### config.mk
export PLATFORM = sky130hd
export DESIGN_NAME = public_test_pack
export DESIGN_NICKNAME = d
export VERILOG_FILES = /design/src/rtl/public_test_pack.sv
export SDC_FILE = /design/constraint.sdc
export NUM_CORES = 1
export LEC_CHECK = 0
export BUFFER_PORTS_ARGS = -buffer_cell sky130_fd_sc_hd__clkbuf_2
export CAP_MARGIN = 20
export CELL_PAD_IN_SITES_DETAIL_PLACEMENT = 1
export CELL_PAD_IN_SITES_GLOBAL_PLACEMENT = 1
export CORE_ASPECT_RATIO = 0.75
export CORE_MARGIN = 4
export CORE_UTILIZATION = 33
export CTS_BUF_LIST = sky130_fd_sc_hd__clkbuf_8 sky130_fd_sc_hd__clkbuf_16
export CTS_CLUSTER_SIZE = 25
export DETAILED_ROUTE_END_ITERATION = 8
export PLACE_DENSITY_LB_ADDON = 0.1
export SLEW_MARGIN = 20
export SYNTH_ARGS = -nofsm -noshare
export SYNTH_HDL_FRONTEND = slang
export SYNTH_SLANG_ARGS = --single-unit
### constraint.sdc
create_clock -name clk -period 1.91 [get_ports clk]
set_clock_uncertainty 0.1 [all_clocks]
set_input_delay 0.382 -clock clk [delete_from_list [all_inputs] [get_ports clk]]
set_output_delay 0.382 -clock clk [all_outputs]
set_load 0.01 [all_outputs]
### src/rtl/public_test_pack.sv
// Packs DEPTH consecutive N-bit test-output words into one frame behind valid/ready handshakes.
// Define PUBLIC_TEST_PACK_PARITY_EN to add the per-frame XOR on pack_parity (otherwise tied to 0).
module public_test_pack #(
    parameter int unsigned N     = 8,
    parameter int unsigned DEPTH = 4
) (
    input  logic                 clk,
    input  logic                 rst,
    input  logic                 d_valid,
    input  logic [N-1:0]         d_in,
    output logic                 d_ready,
    output logic                 pack_valid,
    input  logic                 pack_ready,
    output logic [N*DEPTH-1:0]   pack_out,
    output logic [7:0]           frame_cnt,
    output logic [N-1:0]         pack_parity
);

    localparam int unsigned     IdxW    = $clog2(DEPTH);
    localparam logic [IdxW-1:0] IdxLast = IdxW'(DEPTH - 1);
    localparam logic [IdxW-1:0] IdxOne  = IdxW'(1);

    localparam logic [0:0] StFill = 1'b0;
    localparam logic [0:0] StHold = 1'b1;

    logic [0:0]         state_q, state_d;
    logic [IdxW-1:0]    idx_q, idx_d;
    logic [N*DEPTH-1:0] slots_q, slots_d;
    logic [7:0]         cnt_q, cnt_d;
    logic               accept;

    // In HOLD a word can only enter alongside the handoff that frees the frame.
    assign d_ready    = (state_q == StFill) ? 1'b1 : pack_ready;
    assign accept     = d_valid & d_ready;
    assign pack_valid = (state_q == StHold);
    assign pack_out   = slots_q;
    assign frame_cnt  = cnt_q;

    always_comb begin
        state_d = state_q;
        idx_d   = idx_q;
        slots_d = slots_q;
        cnt_d   = cnt_q;
        case (state_q)
            StFill: begin
                if (accept) begin
                    slots_d[int'(idx_q)*N +: N] = d_in;
                    if (idx_q == IdxLast) begin
                        idx_d   = '0;
                        state_d = StHold;
                    end else begin
                        idx_d = idx_q + 1'b1;
                    end
                end
            end
            StHold: begin
                if (pack_ready) begin
                    cnt_d   = cnt_q + 8'd1;
                    state_d = StFill;
                    if (d_valid) begin
                        slots_d[N-1:0] = d_in;
                        idx_d          = IdxOne;
                    end
                end
            end
            default: state_d = StFill;
        endcase
    end

    always_ff @(posedge clk) begin
        if (rst) begin
            state_q <= StFill;
            idx_q   <= '0;
            slots_q <= '0;
            cnt_q   <= '0;
        end else begin
            state_q <= state_d;
            idx_q   <= idx_d;
            slots_q <= slots_d;
            cnt_q   <= cnt_d;
        end
    end

`ifdef PUBLIC_TEST_PACK_PARITY_EN
    logic [N-1:0] acc_q, acc_d;
    logic [N-1:0] par_q, par_d;

    // The accumulator is already zero in HOLD, so a handoff word simply seeds it.
    always_comb begin
        acc_d = acc_q;
        par_d = par_q;
        if (state_q == StFill) begin
            if (accept) begin
                if (idx_q == IdxLast) begin
                    par_d = acc_q ^ d_in;
                    acc_d = '0;
                end else begin
                    acc_d = acc_q ^ d_in;
                end
            end
        end else if (pack_ready) begin
            acc_d = d_valid ? d_in : '0;
        end
    end

    always_ff @(posedge clk) begin
        if (rst) begin
            acc_q <= '0;
            par_q <= '0;
        end else begin
            acc_q <= acc_d;
            par_q <= par_d;
        end
    end

    assign pack_parity = par_q;
`else
    assign pack_parity = '0;
`endif

endmodule

==> metrics.yaml <==
outcome:
  status: "complete, no violations"
clock_network:
  clock-root-buffer: "clkbuf_8"
  cts_buffers: 5
  path_clk_slew_ns: 0.08
  worstSkewPairLatency_ns: 0.29
  clock_path_buffers: 2
  cts_hold_buf: 0
  cts_tree: "built"
  htree_levels: 2
  cts_resized: 0
  postCtsSetupBuffers: 0
  cts_num_sinks: 43
floorplan:
  die_h_um: 73.1
  fp.dieArea_um2: 6920
  core_area_um2: 5410
  die_w_um: 94.7
  rows: 23
  ios: 62
  start_util_pct: 34.4
global_routing:
  grt_pass1_vias: 1612
  antenna_found_initial: 0
  grt_max_degree: 25
  grtUsageTotal_pct: 15.5
  grt_pass1_wl_um: 8290
  grt.overflow.total: 0
sta:
  fin_tns_setup_ns: 0
  slew_viol_final: 0
  min_period_ns: 1.72
  rsz0062_at_grt: "false"
  period_share_pct: 90.1
  hold_violations: 0
  max_freq_ghz: 0.581
  setup_viol: 0
routing:
  via_per_inst: 5.14
  wl_um: 5290
  routedWlPerCell_um: 15.8
  dr.pass1.iters: 4
  drtIter0Drc: 22
  detail-route-antenna-nets: 0
  vias: 1718
  drc_errors: 0
layout:
  fin_area_um2: 2320
  diodes: 0
  drive_gt1_share_pct: 29.3
  syn_to_final_growth_pct: 24.4
  final_nets: 276
  fin_cells: 334
worst_setup_path:
  reg2reg_depth: 6
  end_kind: "output port"
  worstPathCellList: "nand2b_1 > clkbuf_2"
  slowest_delay_ns: 0.61
  critPathSlowestCell: "dfxtp_1"
  startpoint_type: "flip-flop"
  crit_fanout: 13
  criticalPathCategory: "flip-flop to output port"
  cp.required_ns: 1.43
  arrival_ns: 1.24
yosys:
  synth_cell_types: 31
  ys.flop_type: "dfxtp_1"
  yosys.cell_count.top_type: "dfxtp_1"
  yosysSeqAreaShare_pct: 46.2
  synth_edf_count: 0
  synth_top_cell_area_share_pct: 46.2
  synth.top_cells.by_area: "dfxtp_1 (46%), a32oi_1 (7.5%), a21oi_1 (6.5%)"
  synth_top_area_cell: "dfxtp_1"
  synthesis.area_um2: 1860
  ys_seq_elements: 43
  avgSynthCellArea_um2: 9.13
  netlist_top_cells_count: "dfxtp_1 (43), a21oi_1 (24), nor2_1 (19)"
  synthArstFlopShare_pct: 0
  synthesis.instances: 204
  ys_warn_count: 0
hold_path:
  hold_depth: 3
  hold_class: "input port to flip-flop"
place:
  portBuffers: 53
  gp_congestion: 0.751
  dp_hpwl_um: 3890
  dp_cells: 326
  postPlaceCellArea_um2: 2210
run:
  cap_viol_max_count: 0
power_and_ir_drop:
  cellPowerDensity_nw_per_um2: 749
  p_leak_nw: 0.931
  ir_drop_v: 0.000374
-- per-stage QoR --
step	total power, mW	worst slack (ns)	utilization, %	hold slack (ns)
after global routing	1.83	0.00695	42.8	0.305
after detailed placement	1.12	0.0625	40.8	0.347
after floorplan	1.06	0.114	-	0.376
after global placement	1.12	0.109	40.8	0.340
final	1.73	0.188	42.8	0.305
after CTS	1.75	0.0554	42.7	0.298
-- worst max-delay path, delay by kind of cell, from the launching register on --
family | cells | cell delay, ns
buffers and inverters | 1 | 0.16
flip-flops | 1 | 0.61
AND/OR/NAND/NOR | 1 | 0.18
-- worst paths after layout --
path                                    from            to  slack, ns
worst max-delay path              pack_valid       d_ready       0.19
worst max register to register      idx_q[1]   pack_out[1]       0.20
worst min register to register  pack_out[30]  pack_out[30]       0.35
worst min-delay path                 d_in[3]  pack_out[27]       0.31
-- power by group --
part / switching [mW] / leakage (nW) / internal (mW)
registers: 0.00700 / 0.347 / 0.908
clock network: 0.307 / 0.0557 / 0.325
logic: 0.123 / 0.528 / 0.0655
-- cell families after synthesis --
logic type | Yosys count | synth area share (%)
compound gates | 64 | 22.6
xor+xnor | 2 | 0.941
fa+ha+maj | 6 | 4.03
buf+inv | 27 | 7.39
flops | 43 | 46.2
mux | 3 | 1.68
other cells | 1 | 0.201
simple gates | 58 | 16.9
-- per-layer routing --
metal	GRT usage, %	up-vias	part of all wire, %
li1	-	840	-
met3	4.74	3	6.2
met4	3.84	0	0.51
met1	21.9	829	50
met2	23.0	46	44
met5	0	-	0
-- state kept, by name, indices dropped and copies added, names as in the netlist --
name	flops
pack_out	32
frame_cnt	8
idx_q	2
pack_valid	1
-- cell type report --
cell class | instances | area [µm²]
repair buffers | 62 | 345
fillers | 678 | 3090
flip-flops and latches | 43 | 861
multi-input cells | 141 | 897
well taps | 75 | 93.8
inverters | 5 | 18.8
clock inverters | 1 | 3.75
clock buffers | 7 | 96.3
-- layout by cell type (no fill, tap or decap), drive strengths merged --
master   instances
o21ba            1
nor4bb           1
nand2            9
nand3           10
nand4            3
mux2             1
conb             8
nor2            19
or3              3
mux2i            2
o21ai           13
a32oi           16
nand2b           1
o2111ai          8
xnor2            2
a21oi           24
and3b            3
ha               6
buf              9
nand3b           3
dfxtp           43
and2             1
inv              6
o31ai            2
clkbuf          60
or4              2
nor3             1
nor3b            2
Power figures use the tool's default switching activity.
